$ cat src/rtl/uart_pkg.sv
// rtl/uart_pkg.sv - shared UART state encoding and baud timing helpers
package uart_pkg;

  localparam logic [2:0] ST_IDLE  = 3'd0;
  localparam logic [2:0] ST_LOAD  = 3'd1;
  localparam logic [2:0] ST_START = 3'd2;
  localparam logic [2:0] ST_DATA  = 3'd3;
  localparam logic [2:0] ST_STOP  = 3'd4;

  function automatic int symbol_edge_time(input int clock_freq, input int baud_rate);
    return clock_freq / baud_rate;
  endfunction

  // Clamped to 1 so a degenerate one-cycle bit period still yields a legal counter.
  function automatic int baud_cnt_width(input int edge_time);
    return (edge_time > 1) ? $clog2(edge_time) : 1;
  endfunction

endpackage

$ cat src/rtl/uart_baud_tick.sv
// rtl/uart_baud_tick.sv - bit-period counter, tick on the last cycle of each period
module uart_baud_tick
  import uart_pkg::*;
#(
  parameter int SYMBOL_EDGE_TIME = 10
) (
  input  logic clk,
  input  logic rst_n,
  input  logic clear,
  output logic tick
);

  localparam int CW = baud_cnt_width(SYMBOL_EDGE_TIME);
  localparam logic [CW-1:0] LAST = CW'(SYMBOL_EDGE_TIME - 1);

  logic [CW-1:0] cnt;

  assign tick = !clear && (cnt == LAST);

  always_ff @(posedge clk or negedge rst_n) begin
    if (!rst_n) begin
      cnt <= '0;
    end else if (clear || tick) begin
      cnt <= '0;
    end else begin
      cnt <= cnt + CW'(1);
    end
  end

endmodule

$ cat src/rtl/fifo_uart_tx.sv
// rtl/fifo_uart_tx.sv - drains a FIFO and serializes each byte as an 8N1 UART frame
module fifo_uart_tx
  import uart_pkg::*;
#(
  parameter int CLOCK_FREQ = 125_000_000,
  parameter int BAUD_RATE  = 115_200,
  parameter int DATA_WIDTH = 8
) (
  input  logic                  clk,
  input  logic                  rst_n,
  input  logic                  fifo_empty,
  input  logic [DATA_WIDTH-1:0] fifo_dout,
  output logic                  fifo_rd_en,
  output logic                  serial_out,
  output logic                  busy,
  output logic [15:0]           tx_count
);

  localparam int SET = symbol_edge_time(CLOCK_FREQ, BAUD_RATE);

  logic [2:0] state;
  logic [7:0] shift_reg;
  logic [2:0] bit_idx;
  logic       tick;
  logic       baud_clear;

  // Bit period restarts from zero on entry to START, so hold the counter clear until then.
  assign baud_clear = (state == ST_IDLE) || (state == ST_LOAD);
  assign fifo_rd_en = rst_n && (state == ST_IDLE) && !fifo_empty;
  assign busy       = (state != ST_IDLE);

  uart_baud_tick #(
    .SYMBOL_EDGE_TIME(SET)
  ) u_baud (
    .clk  (clk),
    .rst_n(rst_n),
    .clear(baud_clear),
    .tick (tick)
  );

  // serial_out is loaded with the level of the state being entered.
  always_ff @(posedge clk or negedge rst_n) begin
    if (!rst_n) begin
      state      <= ST_IDLE;
      shift_reg  <= '0;
      bit_idx    <= '0;
      serial_out <= 1'b1;
      tx_count   <= '0;
    end else begin
      case (state)
        ST_IDLE: begin
          serial_out <= 1'b1;
          if (!fifo_empty) state <= ST_LOAD;
        end
        ST_LOAD: begin
          shift_reg  <= fifo_dout[7:0];
          bit_idx    <= '0;
          serial_out <= 1'b0;
          state      <= ST_START;
        end
        ST_START: begin
          if (tick) begin
            serial_out <= shift_reg[0];
            state      <= ST_DATA;
          end
        end
        ST_DATA: begin
          if (tick) begin
            shift_reg <= {1'b0, shift_reg[7:1]};
            bit_idx   <= bit_idx + 3'd1;
            if (bit_idx == 3'd7) begin
              serial_out <= 1'b1;
              state      <= ST_STOP;
            end else begin
              serial_out <= shift_reg[1];
            end
          end
        end
        ST_STOP: begin
          if (tick) begin
            tx_count <= tx_count + 16'd1;
            state    <= ST_IDLE;
          end
        end
        default: begin
          serial_out <= 1'b1;
          state      <= ST_IDLE;
        end
      endcase
    end
  end

endmodule
$ cat config.mk
export PLATFORM = sky130hd
export DESIGN_NAME = fifo_uart_tx
export DESIGN_NICKNAME = d
export VERILOG_FILES = /design/src/rtl/uart_pkg.sv /design/src/rtl/uart_baud_tick.sv /design/src/rtl/fifo_uart_tx.sv
export SDC_FILE = /design/constraint.sdc
export NUM_CORES = 1
export LEC_CHECK = 0
export BUFFER_PORTS_ARGS = -buffer_cell sky130_fd_sc_hd__buf_2
export CAP_MARGIN = 20
export CORE_AREA = 4 4 78 80
export CTS_CLUSTER_DIAMETER = 60
export DETAILED_ROUTE_END_ITERATION = 7
export DIE_AREA = 0 0 82 84
export PLACE_DENSITY = 0.72
export REMOVE_ABC_BUFFERS = 1
export SLEW_MARGIN = 30
export SYNTH_ARGS = -nofsm -noshare
export SYNTH_HDL_FRONTEND = slang
export SYNTH_SLANG_ARGS = --single-unit
export TNS_END_PERCENT = 5
$ cat constraint.sdc
create_clock -name clk -period 2.06 [get_ports clk]
set_input_delay 0.309 -clock clk [delete_from_list [all_inputs] [get_ports clk]]
set_output_delay 0.309 -clock clk [all_outputs]
set_load 0.01 [all_outputs]
# After elaboration in Yosys (flattened, before gate mapping)

Index checks and enable logic that the tools add are counted.

Bitwise operators: 1
Reductions and logical operators: 14
Multiplexer cells: 15
Add/sub/neg operators: 3
Equality and inequality tests: 11

Operators with widths:

| operator                                                                | number |
|---|---|
| 3-bit 2-to-1 mux                                                        | 6 |
| 16-bit by 1-bit adder with 16-bit output, second input constant         | 1 |
| 8-bit one-hot mux with 2 select lines                                   | 1 |
| 3-bit one-hot mux with 5 select lines                                   | 1 |
| 11-bit by 1-bit adder with 11-bit output, second input constant         | 1 |
| 11-bit == test, second input constant                                   | 1 |
| 11-bit 2-to-1 mux                                                       | 1 |
| 8-bit 2-to-1 mux                                                        | 1 |
| 3-bit by 2-bit == test with 1-bit output, second input constant         | 2 |
| 3-bit == test, second input constant                                    | 2 |
| 2-bit by 1-bit inequality test with 1-bit output, second input constant | 3 |
| 3-bit one-hot mux with 2 select lines                                   | 1 |
| 5-bit AND reduction                                                     | 1 |
| 2-bit inequality test, second input constant                            | 2 |
| 1-bit one-hot mux with 4 select lines                                   | 1 |
| 2-bit AND reduction                                                     | 2 |
| 3-bit by 1-bit adder with 3-bit output, second input constant           | 1 |
| 3-bit by 1-bit == test with 1-bit output, second input constant         | 1 |
| 1-bit logical AND                                                       | 3 |
| 3-bit logical NOT                                                       | 1 |
| 1-bit 2-to-1 mux                                                        | 3 |
| 3-bit AND reduction                                                     | 1 |
| 3-bit nonzero test                                                      | 1 |
| 1-bit logical NOT                                                       | 2 |
| other kinds (3)                                                         | 4 |

Output and inout bits: 19
Input port bits: 11
Word-level logic and storage cells: 50
Bits in registers: 42

# Logic depth before layout (Yosys ltp)

Depth in word-level cells: 6
Gate-level depth with buffers: 7
Gate-level depth less buffers: 6

# By module

A second synthesis with hierarchy kept.

Cells, all modules: 203
Area, all modules: 2097.0 sq um

By module, submodules not included:

| module         | seq. area each (sq um) | area an instance (sq um) | instances | cells an instance |
|---|---|---|---|---|
| fifo_uart_tx   | 777.0                  | 1476.4                   | 1         | 137 |
| uart_baud_tick | 275.3                  | 620.6                    | 1         | 66 |

# Least setup slack after synthesis

OpenSTA, ideal clock, no wires.

Path kind: reg2reg
Start point: reg u_baud.cnt[7]
End point: reg shift_reg[1]
Clock period less this slack: 2036 ps
Setup time: 125 ps
Buffers on the path: 1
Data arrival time: 1911 ps
Slack: 24 ps
Stages on the path, launching flop included: 6
Required time: 1935 ps
Cells stage by stage: dfrtp_1 -> or4_4 -> or3_1 -> a21o_1 -> buf_6 -> mux2_4

Word-level cells in the longest chain between the ends: 4

RTL lines:

| item                                                              | RTL line             | source |
|---|---|---|
| start: declaration                                                | uart_baud_tick.sv:16 | `logic [CW-1:0] cnt;` |
| start signal: assignment                                          | uart_baud_tick.sv:26 | `cnt <= cnt + CW'(1);` |
| 11-bit == test                                                    | uart_baud_tick.sv:18 | `assign tick = !clear && (cnt == LAST);` |
| 1-bit logical AND                                                 | uart_baud_tick.sv:18 |  |
| 2-bit by 1-bit inequality test with 1-bit output (no source line) | n/a                  |  |
| 2-bit AND reduction (no source line)                              | n/a                  |  |
| end signal: assignment                                            | fifo_uart_tx.sv:56   | `shift_reg <= fifo_dout[7:0];` |
| end signal: assignment                                            | fifo_uart_tx.sv:69   | `shift_reg <= {1'b0, shift_reg[7:1]};` |
| end: declaration                                                  | fifo_uart_tx.sv:22   | `logic [7:0] shift_reg;` |

No other way between the ends.
A chain may end at the register's enable or synchronous reset.

# Worst setup path after layout

Start point: reg u_baud.cnt[8]
End point: reg shift_reg[5]

The elaborated chain is that of the path after synthesis.

==> impl_metrics.tcl <==
set metrics [dict create \
    status "finished clean" \
    finalSetupViolCount 0 \
    yosysWarnings 0 \
    start_util 0.389 \
    dpl-instance-area_um2 2410 \
    worst-setup-path-type "reg -> reg" \
    die_y_um 84 \
    p_per_area_nw_per_um2 855 \
    antenna_left 0 \
    worstPathArrival_ns 2.17 \
    die_area_um2 6890 \
    first_global_vias 1550 \
    yosysUniqueCellTypes 37 \
    async_reset_ff_frac 1.00 \
    fmax_mhz 502 \
    crit_path_start_kind "register" \
    drv_slew 0 \
    area_growth_pct 23.7 \
    antenna_found_initial 0 \
    r2r_cells 4 \
    reg2reg_slack_ns 0.07 \
    grt_util_all_layers 0.126 \
    synthCells 185 \
    fin_nets 247 \
    r2r-end "shift_reg[5]" \
    cts_root_buf "clkbuf_8" \
    firstDrtPassIters 5 \
    drt-total-wl_mm 3.98 \
    fin_crit_sh 0.966 \
    overflow 0 \
    core_um2 5410 \
    synth_seq_cells 42 \
    largest_reg_flops 16 \
    clk_path_buf_depth 2 \
    hp-class "in -> async" \
    crit_required_ns 2.24 \
    finalHoldViolCount 0 \
    path_clk_slew_ns 0.09 \
    endpoint "shift_reg[5]" \
    tightest_slew_ns 0.525 \
    portBuffers 29 \
    irDropWorstVdd_mv 0.299 \
    ys_top_cells_by_area "dfrtp_1 49%, xor2_1 6.7%, mux2_2 5.4%" \
    io_pins 30 \
    synth.avg_cell_area_um2 11.4 \
    grt_start_max_net_pins 43 \
    rsz0062_at_grt "false" \
    finalWeightedCongestion 0.754 \
    cts_tree "done" \
    finalPower_mw 2.23 \
    vias 1527 \
    worstPathMaxFanout 11 \
    cts.hold.buffers_added 0 \
    relSlewSlack 0.650 \
    crit_start "u_baud.cnt[8]" \
    final.setup_skew_ns 0.0119 \
    dp_cells 294 \
    grt_first_pass_wirelength_mm 6.87 \
    finalWorstPathRequiredPeriod_ns 1.99 \
    h-tree-depth 2 \
    die_x_um 82 \
    drtIter0Drc 117 \
    hpwlAfterDp_mm 2.73 \
    stdcell_count 304 \
    synth-edff-count 0 \
    drv_cap 0 \
    yosysMostFrequentCell "dfrtp_1" \
    synth_commonest_cells "41 x dfrtp_1, 19 x nor2_1, 16 x xor2_1" \
    synthFlopType "dfrtp_1" \
    numCtsBuffers 5 \
    routedWlPerCell_um 13.1 \
    drive_above_1_share 0.353 \
    clock-sinks 42 \
    synth_area_um2 2100 \
    nFillCells 506 \
    crit-reg2reg-launch "u_baud.cnt[8]" \
    viasPerCell 5.02 \
    p_leak_nw 1.34 \
    n_antenna_cell 0 \
    final_cell_area_um2 2600 \
    drc 0 \
    seq_area_frac_synth 0.500 \
    endpoint_kind "register" \
    yosysTopAreaCell "dfrtp_1" \
    clk_latency_ns 0.30 \
    fp-row-count 27 \
    synth_top_area_frac 0.488 \
]
critical path, cell delays in order, from the launching register on:
cell     delay, ns
dfrtp_1       0.39
or4_4         0.55
or3_4         0.35
a21o_4        0.27
mux2_4        0.32
cell usage in the layout (no fill, tap or decap), drive strengths merged, types with 2 or more instances in the layout:
cell,instances
a22o,2
and2,3
and3,5
and4,2
buf,44
bufinv,2
clkbuf,5
dfrtp,41
ha,5
inv,4
mux2,16
nand2,13
nand3,11
nand4,6
nor2,19
nor3,6
nor3b,2
nor4,4
o21ai,3
or3,2
or3b,2
or4,2
xnor2,8
xor2,16
metal layers:
metal / vias up / wire (µm) / global-route usage / part of all wire
met4: 0 / 54 / 0.0408 / 0.014
met2: 30 / 1980 / 0.205 / 0.50
met1: 749 / 1740 / 0.156 / 0.44
li1: 741 / - / - / -
met5: - / 0 / 0 / 0
met3: 7 / 206 / 0.0400 / 0.052
through the flow:
step / hold WS, ns / utilization / setup WS (ns) / TNS (ns)
after floorplan: 0.0134 / - / -0.0103 / -0.0410
after global placement: 0.438 / 0.445 / -0.0264 / -0.166
after detailed placement: 0.446 / 0.445 / -0.0421 / -0.267
after CTS: 0.122 / 0.472 / 0.0206 / 0
after global routing: 0.131 / 0.481 / 0.0248 / 0
final: 0.0829 / 0.481 / 0.0699 / 0
cell type report:
| type | count | area, µm² | area share |
|---|---|---|---|
| Clock inverter | 3 | 68.8 | 0.0264 |
| Tap cell | 72 | 90.1 | 0.0346 |
| Inverter | 4 | 15.0 | 0.00577 |
| Timing Repair Buffer | 44 | 263 | 0.101 |
| Clock buffer | 5 | 68.8 | 0.0264 |
| Sequential cell | 42 | 1050 | 0.404 |
| Multi-Input combinational cell | 134 | 1040 | 0.401 |
worst min-delay path by stage:
| stage | to | start | slack, ns |
|---|---|---|---|
| floorplan | bit_idx[0] | rst_n | 0.01 |
| global placement | tx_count[8] | rst_n | 0.44 |
| detailed placement | tx_count[10] | rst_n | 0.45 |
| CTS | tx_count[10] | rst_n | 0.12 |
| global route | tx_count[12] | rst_n | 0.13 |
| finish | tx_count[7] | rst_n | 0.08 |
report_power, final:
part	internal (mW)	total (mW)	switching (mW)	leakage (nW)
clock network	0.485	0.768	0.283	0.0683
logic	0.228	0.425	0.197	0.723
registers	0.937	1.03	0.0945	0.551
total	1.65	2.23	0.574	1.34
kinds of logic after synthesis:
kind of cell    Yosys count  synth area share
simple gates             77             0.212
xor+xnor                 24            0.0999
flops                    42             0.500
buf+inv                   9            0.0214
compound gates           11            0.0363
fa+ha+maj                 5            0.0297
mux                      17             0.101
timing repair:
item                       in CTS  in global routing
cloned                          0                  1
setup buffers                   0                  1
pin swaps                       0                  3
setup endpoints to repair      10                 14
gates resized for setup         2                  8
(Power assumes the default switching activity.)
